**config.mk**
```make
export PLATFORM = sky130hd
export DESIGN_NAME = circuito1_bist_ctrl
export DESIGN_NICKNAME = d
export VERILOG_FILES = /design/src/rtl/circuito1_bist_ctrl.sv
export SDC_FILE = /design/constraint.sdc
export NUM_CORES = 1
export LEC_CHECK = 0
export CAP_MARGIN = 10
export CORE_MARGIN = 1.5
export CORE_UTILIZATION = 35
export DETAILED_ROUTE_END_ITERATION = 7
export SYNTH_ARGS = -nofsm -noshare
export SYNTH_HDL_FRONTEND = slang
export SYNTH_SLANG_ARGS = --single-unit
```
**constraint.sdc**
```tcl
create_clock -name clk -period 6.7 [get_ports clk]
set_input_delay 1.34 -clock clk [delete_from_list [all_inputs] [get_ports clk]]
set_output_delay 1.34 -clock clk [all_outputs]
set_load 0.005 [all_outputs]
```
**src/rtl/circuito1_bist_ctrl.sv**
```systemverilog
// circuito1_bist_ctrl: built-in self-test sequencer for the three-input block Circuito1.
// It steps {a,b,c} through 000..111 and holds each vector for SETTLE_CYCLES+1 cycles.
// out_1 is sampled on the last cycle of each vector, and the captured truth table is
// compared against EXPECTED.
// Optional build macro: CIRCUITO1_BIST_STOP_ON_FAIL_EN makes the first mismatch end the sweep.
module circuito1_bist_ctrl #(
    parameter logic [7:0]  EXPECTED      = 8'hE8,
    parameter int unsigned SETTLE_CYCLES = 1
) (
    input  logic       clk,
    input  logic       rst,
    input  logic       start,
    output logic       a,
    output logic       b,
    output logic       c,
    input  logic       out_1,
    output logic       busy,
    output logic       done,
    output logic       pass,
    output logic [2:0] fail_vec,
    output logic [7:0] captured
);

    localparam logic [7:0] SettleMax = 8'(SETTLE_CYCLES);

    typedef enum logic [1:0] {
        StIdle,
        StRun,
        StDone
    } state_e;

    state_e     state_q, state_d;
    logic [2:0] idx_q, idx_d;          // current vector index, driven straight onto {a,b,c}
    logic [7:0] cnt_q, cnt_d;          // settle counter within the current vector
    logic       busy_q, busy_d;
    logic       done_q, done_d;
    logic       pass_q, pass_d;
    logic [2:0] fail_vec_q, fail_vec_d;
    logic [7:0] captured_q, captured_d;
    logic       mism_q, mism_d;        // sticky: a mismatch has already been recorded

    logic       sample_mism;
    logic       last_sample;

    // Next-state and result update for the sweep sequencer
    always_comb begin
        state_d     = state_q;
        idx_d       = idx_q;
        cnt_d       = cnt_q;
        busy_d      = busy_q;
        done_d      = done_q;
        pass_d      = pass_q;
        fail_vec_d  = fail_vec_q;
        captured_d  = captured_q;
        mism_d      = mism_q;
        sample_mism = (out_1 != EXPECTED[idx_q]);
        last_sample = (idx_q == 3'd7);
`ifdef CIRCUITO1_BIST_STOP_ON_FAIL_EN
        // The first mismatch also terminates the sweep on its sample edge.
        last_sample = last_sample || (sample_mism && !mism_q);
`endif

        unique case (state_q)
            StIdle, StDone: begin
                if (start) begin
                    state_d    = StRun;
                    idx_d      = 3'd0;
                    cnt_d      = 8'd0;
                    busy_d     = 1'b1;
                    done_d     = 1'b0;
                    pass_d     = 1'b0;
                    fail_vec_d = 3'd0;
                    captured_d = 8'h00;
                    mism_d     = 1'b0;
                end
            end
            StRun: begin
                if (cnt_q != SettleMax) begin
                    cnt_d = cnt_q + 8'd1;
                end else begin
                    // Sample edge: capture, record the first mismatch, advance or finish.
                    captured_d[idx_q] = out_1;
                    cnt_d             = 8'd0;
                    if (sample_mism && !mism_q) begin
                        fail_vec_d = idx_q;
                        mism_d     = 1'b1;
                    end
                    if (last_sample) begin
                        // Vector stays on {a,b,c} so DONE shows the last applied one.
                        state_d = StDone;
                        busy_d  = 1'b0;
                        done_d  = 1'b1;
                        pass_d  = !(mism_q || sample_mism);
                    end else begin
                        idx_d = idx_q + 3'd1;
                    end
                end
            end
            default: begin
                state_d = StIdle;
            end
        endcase
    end

    // State registers, cleared immediately by the asynchronous reset
    always_ff @(posedge clk or posedge rst) begin
        if (rst) begin
            state_q    <= StIdle;
            idx_q      <= 3'd0;
            cnt_q      <= 8'd0;
            busy_q     <= 1'b0;
            done_q     <= 1'b0;
            pass_q     <= 1'b0;
            fail_vec_q <= 3'd0;
            captured_q <= 8'h00;
            mism_q     <= 1'b0;
        end else begin
            state_q    <= state_d;
            idx_q      <= idx_d;
            cnt_q      <= cnt_d;
            busy_q     <= busy_d;
            done_q     <= done_d;
            pass_q     <= pass_d;
            fail_vec_q <= fail_vec_d;
            captured_q <= captured_d;
            mism_q     <= mism_d;
        end
    end

    // Registered outputs
    always_comb begin
        a        = idx_q[2];
        b        = idx_q[1];
        c        = idx_q[0];
        busy     = busy_q;
        done     = done_q;
        pass     = pass_q;
        fail_vec = fail_vec_q;
        captured = captured_q;
    end

endmodule

```
After elaboration in Yosys (flattened, before gate mapping)
Memories as Yosys holds them, arrays and structs flattened. Index checks and enable logic that the tools add are counted.

Register bits: 28. Memory bits (read-only): 8. Logic and storage cells: 72. Memories kept: 1.

$add $sub $neg: 2. Magnitude comparators: 2. Eq/ne operators: 10. Muxes and demuxes: 34. Reductions and logical operators: 14.

Memory list: (no name shown) (depth 8, width 1, rd ports 1, clocked after memory_dff 0, write ports 0, line 56) `sample_mism = (out_1 != EXPECTED[idx_q]);`.

Operators with widths (count): 8-bit one-hot mux with 2 select lines (2); 8-bit 2-to-1 mux (3); 3-bit 2-to-1 mux (5); 1-bit 2-to-1 mux (12); 3-bit one-hot mux with 2 select lines (2); 4-bit AND reduction (3); 2-bit != test, second input constant (5); 8-bit by 1-bit adder with 8-bit output, second input constant (1); 8-bit bitwise mux (1); 8-bit by 1-bit != test with 1-bit output, second input constant (1); 1-bit one-hot mux with 2 select lines (4); 2-bit 2-to-1 mux (3); 3-bit AND reduction (2); 3-bit by 4-bit less-than comparator with 1-bit output, second input constant (1); 2-bit one-hot mux with 2 select lines (1); 3-bit by 1-bit adder with 3-bit output, second input constant (1); 1-bit demux with 3-bit select (1); 3-bit equality test, second input constant (1); 3-bit by 1-bit greater-or-equal comparator with 1-bit output, second input constant (1); 2-bit by 1-bit equality test with 1-bit output, second input constant (1); 2-bit equality test, second input constant (1); 1-bit logical AND (2); 1-bit logical NOT (2); 2-bit logical NOT (1); 5 further kinds (5).

Logic depth before layout (Yosys ltp)
Gate-level depths: netlist of run 1.

Word-level depth: 8. Gate-level depth with buffers: 7.

Least setup slack after synthesis of run 1
OpenSTA, ideal clock, no wires.

Path type: in2reg. Start point: input port out_1. End point: register fail_vec_q[0] (netlist: fail_vec[0]). Setup time: 121 ps. Arrival: 2475 ps. Path slack: 4104 ps. Cell stages on the path: 3. Path through: or4b_4 -> a311o_1 -> a22o_1.

Cells in the longest elaborated chain, start to end: 4.

Ends and longest elaborated chain: start: declaration (line 16) `input logic out_1,`; 1-bit != test (line 56); 1-bit logical AND (line 84) `if (sample_mism && !mism_q) begin`; 2-bit != test (no source line); 4-bit AND reduction (no source line); end signal: assignment (line 124) `fail_vec_q <= fail_vec_d;`; end: declaration (line 38) `logic [2:0] fail_vec_q, fail_vec_d;`.

Every way passes these cells. A chain may end at the register's enable or synchronous reset.

Worst setup path in the final report of run 1
Start point: input port start. End point: register state_q[1].

Cells in the longest elaborated chain, start to end: 2.

Ends and longest elaborated chain: start: declaration (line 12) `input logic start,`; 2-bit != test (no source line); 3-bit AND reduction (no source line); end signal: assignment (line 108) `state_q <= StIdle;`; end signal: assignment (line 118) `state_q <= state_d;`; end: declaration (line 32) `state_e state_q, state_d;`.

Every way passes these cells.

==> metrics.md, run 1 <==
| Metric | Value |
|---|---|
| Post-synth ARST share | `100%` |
| Number of top-level pins | `21` |
| Worst vdd ir | `0.000241 V` |
| Vias in the first global route | `1246` |
| Port Buffers | `20` |
| Top_reg_cell synth | `dfrtp_1` |
| Sequential fraction of the synthesis area | `47.1%` |
| Antenna diode count | `0` |
| Lkg Pwr | `0.000753 uW` |
| Core Region | `0.00406 mm2` |
| CP Cell Sequence | `clkdlybuf4s50_1 -> nor2b_1 -> nor2_1 -> nor2_1 -> a32o_1` |
| Share of cells above drive strength 1 | `4.09%` |
| Synthesized area | `0.00149 mm2` |
| Pin count of the biggest net entering global routing | `29` |
| Setup violators final | `0` |
| FF-to-FF Start | `idx_q[0]$_DFFE_PP0P_` |
| Max FO, Critical Path | `11` |
| WHS Path Cells | `2` |
| Latest clock arrival within the worst-skew pair | `0.28 ns` |
| Worst Tran Pin Value | `1.07 ns` |
| Postcts setup bufs | `0` |
| Final hold vios | `0` |
| Post-synthesis cell type count | `38` |
| DR pass1 iterations | `4` |
| Highest attainable clock frequency | `0.341 GHz` |
| Top cells by area, synth | `dfrtp_1 47%, o31ai_1 5.0%, o21ai_0 4.7%` |
| Full die area | `0.00465 mm2` |
| Total GRT Usage | `16.4%` |
| Startpoint types | `primary input` |
| Placer Congestion | `0.827` |
| Root buffer cell | `clkbuf_8` |
| HP Class | `reg -> reg` |
| Max Cap Viol | `0` |
| Tcrit/Tclk final | `43.7%` |
| CP top delay family | `simple AND/OR/NAND/NOR gates` |
| Mapped Nets | `163` |
| DP HPWL | `2590 um` |
| # rows | `23` |
| Die Ht | `68.2 um` |
| H-tree Lvls | `1` |
| Min-delay src | `captured[6]$_DFFE_PP0P_` |
| Post-synth top area share | `47.1%` |
| CTS Buf Count | `3` |
| Sink Count | `28` |
| Total Wirelength | `3550 um` |
| Filler Cell Count | `400` |
| CTS tree | `yes` |
| TNS Setup | `0 ns` |
| Worst endpoint required time | `6.87 ns` |
| Die W | `68.2 um` |
| Placed Area | `0.00173 mm2` |
| Starting DRT DRC Count | `72` |
| Hold EP | `captured[6]$_DFFE_PP0P_` |
| First-pass GRT wire length | `5810 um` |
| PostCTS Resize Cnt | `0` |
| Syn Inst Count | `154` |
| Synth warn | `0` |
| Flop-to-flop setup slack | `4.24 ns` |
| Critical path capture point type | `flop` |
| Drt wl/cell | `16.1 um` |
| Critical path's most frequent cell | `nor2_1` |
| Flops & latches, synth | `28` |
| Initial antenna violation count | `0` |
| Setup Skew | `0.00431 ns` |
| Clock transition at path regs | `0.10 ns` |
| Total gr overflow | `0` |
| Post-synth EDFFs | `0` |
| Buffer levels on the longest clock path | `2` |
| Cell taking the most area after synthesis | `dfrtp_1` |
| Final Critical Period | `2.93 ns` |
| Buf+Inv Stages, Crit Path | `1` |
| Status | `complete, no violations` |
| Remaining max-slew budget at the tightest pin | `28.7%` |
| Post-route ant nets | `0` |
| Worst path slowest cell | `nor2_1` |
| Post-DR vias/cell | `5.64` |
| DRC violations left | `0` |
| Crit-path max cell delay | `0.54 ns` |
| Hold Slack | `0.511 ns` |
| Hold_buf cts | `0` |
| Final net count | `181` |
| Worst R2R End | `fail_vec[2]$_DFFE_PP0P_` |
| Register-to-Register Path Depth | `6` |
| Starting Density | `36.7%` |
| RSZ-0062 raised after global routing | `false` |
| Setup CP Type | `in -> reg` |
| Synthesized area per cell | `9.67 um2` |
| Area growth, synth to finish | `20.7%` |
| Vias | `1247` |
| Post-route cell area | `0.00180 mm2` |
| CP Data Arrival Time | `3.10 ns` |
| PwrDens | `525 mW/mm2` |
| Final Slew Violations | `0` |
-- per-layer routing --
metal  GRT usage, %  part of all wire, %
met5              0                    0
met4           3.00                 0.76
met3           2.96                  2.2
met2           27.5                   47
met1           22.4                   50
-- cell usage after synthesis, types with 4 or more instances --
| master | n |
|---|---|
| a21oi_1 | 4 |
| nand2_1 | 9 |
| xor2_1 | 4 |
| o31ai_1 | 10 |
| ha_1 | 5 |
| a31oi_1 | 7 |
| o21ai_0 | 14 |
| inv_1 | 5 |
| dfrtp_1 | 28 |
| clkbuf_1 | 7 |
| nand3_1 | 7 |
| nor2_1 | 17 |
-- state kept, by name (all words and copies together) (netlist names) --
signal	cells
idx_q	3
cnt_q	8
captured	8
busy	1
fail_vec	3
state_q	2
pass	1
mism_q	1
done	1
-- cells by family after synthesis --
logic type / Yosys count / synth area share [%]
AOI/OAI and AO/OA: 57 / 26.8
and+or+nand+nor: 47 / 16.0
DFF: 28 / 47.1
buffers and inverters: 12 / 3.03
xor gates and xnor gates: 5 / 2.94
adders and majority gates: 5 / 4.20
-- worst max-delay path by stage --
stage | startpoint | end | slack, ns | depth (start not counted)
after floorplan | out_1 | fail_vec[0]$_DFFE_PP0P_ | 4.10 | 3
after global placement | start | state_q[1]$_DFFE_PP0P_ | 3.50 | 5
after detailed placement | start | state_q[1]$_DFFE_PP0P_ | 3.45 | 5
after CTS | start | state_q[1]$_DFFE_PP0P_ | 3.76 | 5
after global routing | start | state_q[1]$_DFFE_PP0P_ | 3.65 | 5
final | start | state_q[1]$_DFFE_PP0P_ | 3.77 | 5
-- worst register-to-register path: stages, from the launching register on --
cell and delay [ns]:
dfrtp_1 0.61, inv_1 0.21, ha_1 0.22, and2_1 0.17
or4b_4 0.50, a311o_1 0.40, a22o_1 0.24
-- through the flow --
step | total power (uW) | util (%) | worst slack [ns] | std cells
after global placement | 798 | 42.5 | 3.50 | 217
after global routing | 1030 | 44.3 | 3.65 | 221
after detailed placement | 812 | 42.5 | 3.45 | 217
final | 944 | 44.3 | 3.77 | 221
after floorplan | 542 | - | 4.10 | 154
after CTS | 948 | 44.3 | 3.76 | 221
-- placed cells by master, fill, tap and decap left out, types with 3 or more instances in the layout --
master,instances
o21ai_0,14
inv_1,5
ha_1,5
dfrtp_1,28
a22o_1,3
nand2b_1,3
xor2_1,4
o31ai_1,10
o221ai_1,3
clkdlybuf4s50_1,20
a21oi_1,4
nor2_1,17
nand2_1,9
clkbuf_8,3
a31oi_1,7
o2111ai_1,3
nand3_1,7
-- area by class of cell --
class | instances | area, um2 | area share [%]
timing repair buffer | 20 | 200 | 11.1
sequential | 28 | 701 | 39.0
inverter | 5 | 18.8 | 1.04
tap | 50 | 62.6 | 3.48
clock buffer | 3 | 41.3 | 2.30
multi-input combinational | 114 | 743 | 41.4
clock inverter | 1 | 30.0 | 1.67
-- power by group --
group | internal, uW | switching [uW]
Combinational | 211 | 265
Sequential | 236 | 99.1
Clock | 80.0 | 53.1
Total | 527 | 417
(Power assumes the default switching activity.)
==> inputs of run 2 (changes only) <==
==> constraint.sdc (replaced) <==
create_clock -name clk -period 2.5 [get_ports clk]
set_input_delay 0.5 -clock clk [delete_from_list [all_inputs] [get_ports clk]]
set_output_delay 0.5 -clock clk [all_outputs]
set_load 0.005 [all_outputs]
==> metrics.md, run 2 (synthesized netlist as in run 1, its figures left out) <==
| Metric | Value |
|---|---|
| Status | `complete, no violations` |
| Share of cells above drive strength 1 | `8.89%` |
| Hold_buf cts | `0` |
| WL met3 | `80 um` |
| Remaining max-slew budget at the tightest pin | `46.4%` |
| Worst vdd ir | `0.000560 V` |
| Worst endpoint required time | `2.69 ns` |
| DP HPWL | `2630 um` |
| Die Ht | `68.2 um` |
| PwrDens | `1390 mW/mm2` |
| M1 WL | `1780 um` |
| Worst R2R End | `state_q[1]$_DFFE_PP0P_` |
| Final Critical Period | `2.17 ns` |
| Lkg Pwr | `0.000790 uW` |
| DRC violations left | `0` |
| Setup Skew | `0.00828 ns` |
| Commonest cells after routing, fill and taps aside | `28 x dfrtp_1, 20 x clkdlybuf4s50_1, 17 x nor2_1` |
| Starting Density | `36.7%` |
| Setup CP Type | `reg -> reg` |
| Port Buffers | `20` |
| Final Slew Violations | `0` |
| FF-to-FF Start | `cnt_q[0]$_DFFE_PP0P_` |
| Area growth, synth to finish | `24.1%` |
| Initial antenna violation count | `0` |
| Vias in the first global route | `1271` |
| Clock transition at path regs | `0.10 ns` |
| Root buffer cell | `clkbuf_8` |
| Flop-to-flop setup slack | `0.33 ns` |
| Final hold vios | `0` |
| Fin cells | `230` |
| # rows | `23` |
| Post-route ant nets | `0` |
| # placed instances | `226` |
| Highest attainable clock frequency | `0.461 GHz` |
| Total Wirelength | `3690 um` |
| Die W | `68.2 um` |
| RSZ-0062 raised after global routing | `false` |
| Drt wl/cell | `16.1 um` |
| Tcrit/Tclk final | `86.8%` |
| Critical path capture point type | `flop` |
| Launch point of the worst path | `cnt_q[0]$_DFFE_PP0P_` |
| Antenna diode count | `0` |
| Met2 WL | `1790 um` |
| Total gr overflow | `0` |
| Register-to-Register Path Depth | `5` |
| Setup violators final | `0` |
| First-pass GRT wire length | `6040 um` |
| Core Region | `0.00406 mm2` |
| Placer Congestion | `0.811` |
| Full die area | `0.00465 mm2` |
| Max FO, Critical Path | `10` |
| Vias | `1315` |
| Starting DRT DRC Count | `47` |
| Postcts setup bufs | `0` |
| DR pass1 iterations | `7` |
| Buffer levels on the longest clock path | `2` |
| Startpoint types | `flop` |
| H-tree Lvls | `1` |
| Latest clock arrival within the worst-skew pair | `0.29 ns` |
| Sink Count | `28` |
| Final net count | `190` |
| PostCTS Resize Cnt | `0` |
| Worst Tran Pin Value | `0.802 ns` |
| Total chip power | `2570 uW` |
| Max Cap Viol | `0` |
| CTS tree | `yes` |
| Top Layer Used | `met4` |
| CTS Buf Count | `3` |
| Critical Path Sink | `state_q[1]$_DFFE_PP0P_` |
| TNS Setup | `0 ns` |
| Post-layout util | `45.5%` |
| HP Class | `reg -> reg` |
| Most common cell after layout, fill and taps aside | `dfrtp_1` |
| Pin count of the biggest net entering global routing | `29` |
| Post-DR vias/cell | `5.72` |
| CP Data Arrival Time | `2.36 ns` |
| Total GRT Usage | `17.5%` |
| Number of top-level pins | `21` |
run 2: how the worst min path moves through the flow:
stage | startpoint | endpoint | slack [ns] | depth (start not counted)
2_1_floorplan | cnt_q[7]$_DFFE_PP0P_ | cnt_q[7]$_DFFE_PP0P_ | 0.46 | 1
3_3_place_gp | captured[6]$_DFFE_PP0P_ | captured[6]$_DFFE_PP0P_ | 0.49 | 2
3_5_place_dp | captured[3]$_DFFE_PP0P_ | captured[3]$_DFFE_PP0P_ | 0.49 | 2
4_1_cts | captured[3]$_DFFE_PP0P_ | captured[3]$_DFFE_PP0P_ | 0.51 | 2
5_1_grt | captured[1]$_DFFE_PP0P_ | captured[1]$_DFFE_PP0P_ | 0.54 | 2
6_report | captured[3]$_DFFE_PP0P_ | captured[3]$_DFFE_PP0P_ | 0.51 | 2
run 2: layer usage:
layer / vias up / track usage, %
li1: 630 / -
met1: 661 / 24.1
met2: 21 / 28.4
met3: 3 / 1.48
met4: 0 / 6.75
met5: - / 0
run 2: critical path, cell delays in order (launching register included):
cell and delay (ns):
dfrtp_1 0.45, ha_1 0.23, nor4b_1 0.15, a21boi_1 0.62, nor2_1 0.28, a32o_1 0.33
run 2: stage by stage:
step,cell area [um2],setup slack (ns),hold WS [ns]
6_report,1850,0.330,0.505
5_1_grt,1850,0.227,0.542
4_1_cts,1850,0.343,0.511
3_5_place_dp,1790,0.232,0.489
3_3_place_gp,1790,0.270,0.485
2_1_floorplan,1490,0.151,0.463
run 2: power breakdown:
group | switching, uW | internal [uW] | leakage (uW) | total [uW]
combinational | 815 | 646 | 0.000403 | 1460
sequential | 183 | 632 | 0.000358 | 816
clock | 151 | 142 | 0.0000288 | 293
total | 1150 | 1420 | 0.000790 | 2570
run 2: final cells by class:
cell class / instances / area (um2)
Fill cell: 393 / 2210
Multi-Input combinational cell: 114 / 743
Sequential cell: 28 / 701
Timing Repair Buffer: 29 / 268
Tap cell: 50 / 62.6
Clock buffer: 4 / 55.1
Inverter: 5 / 18.8
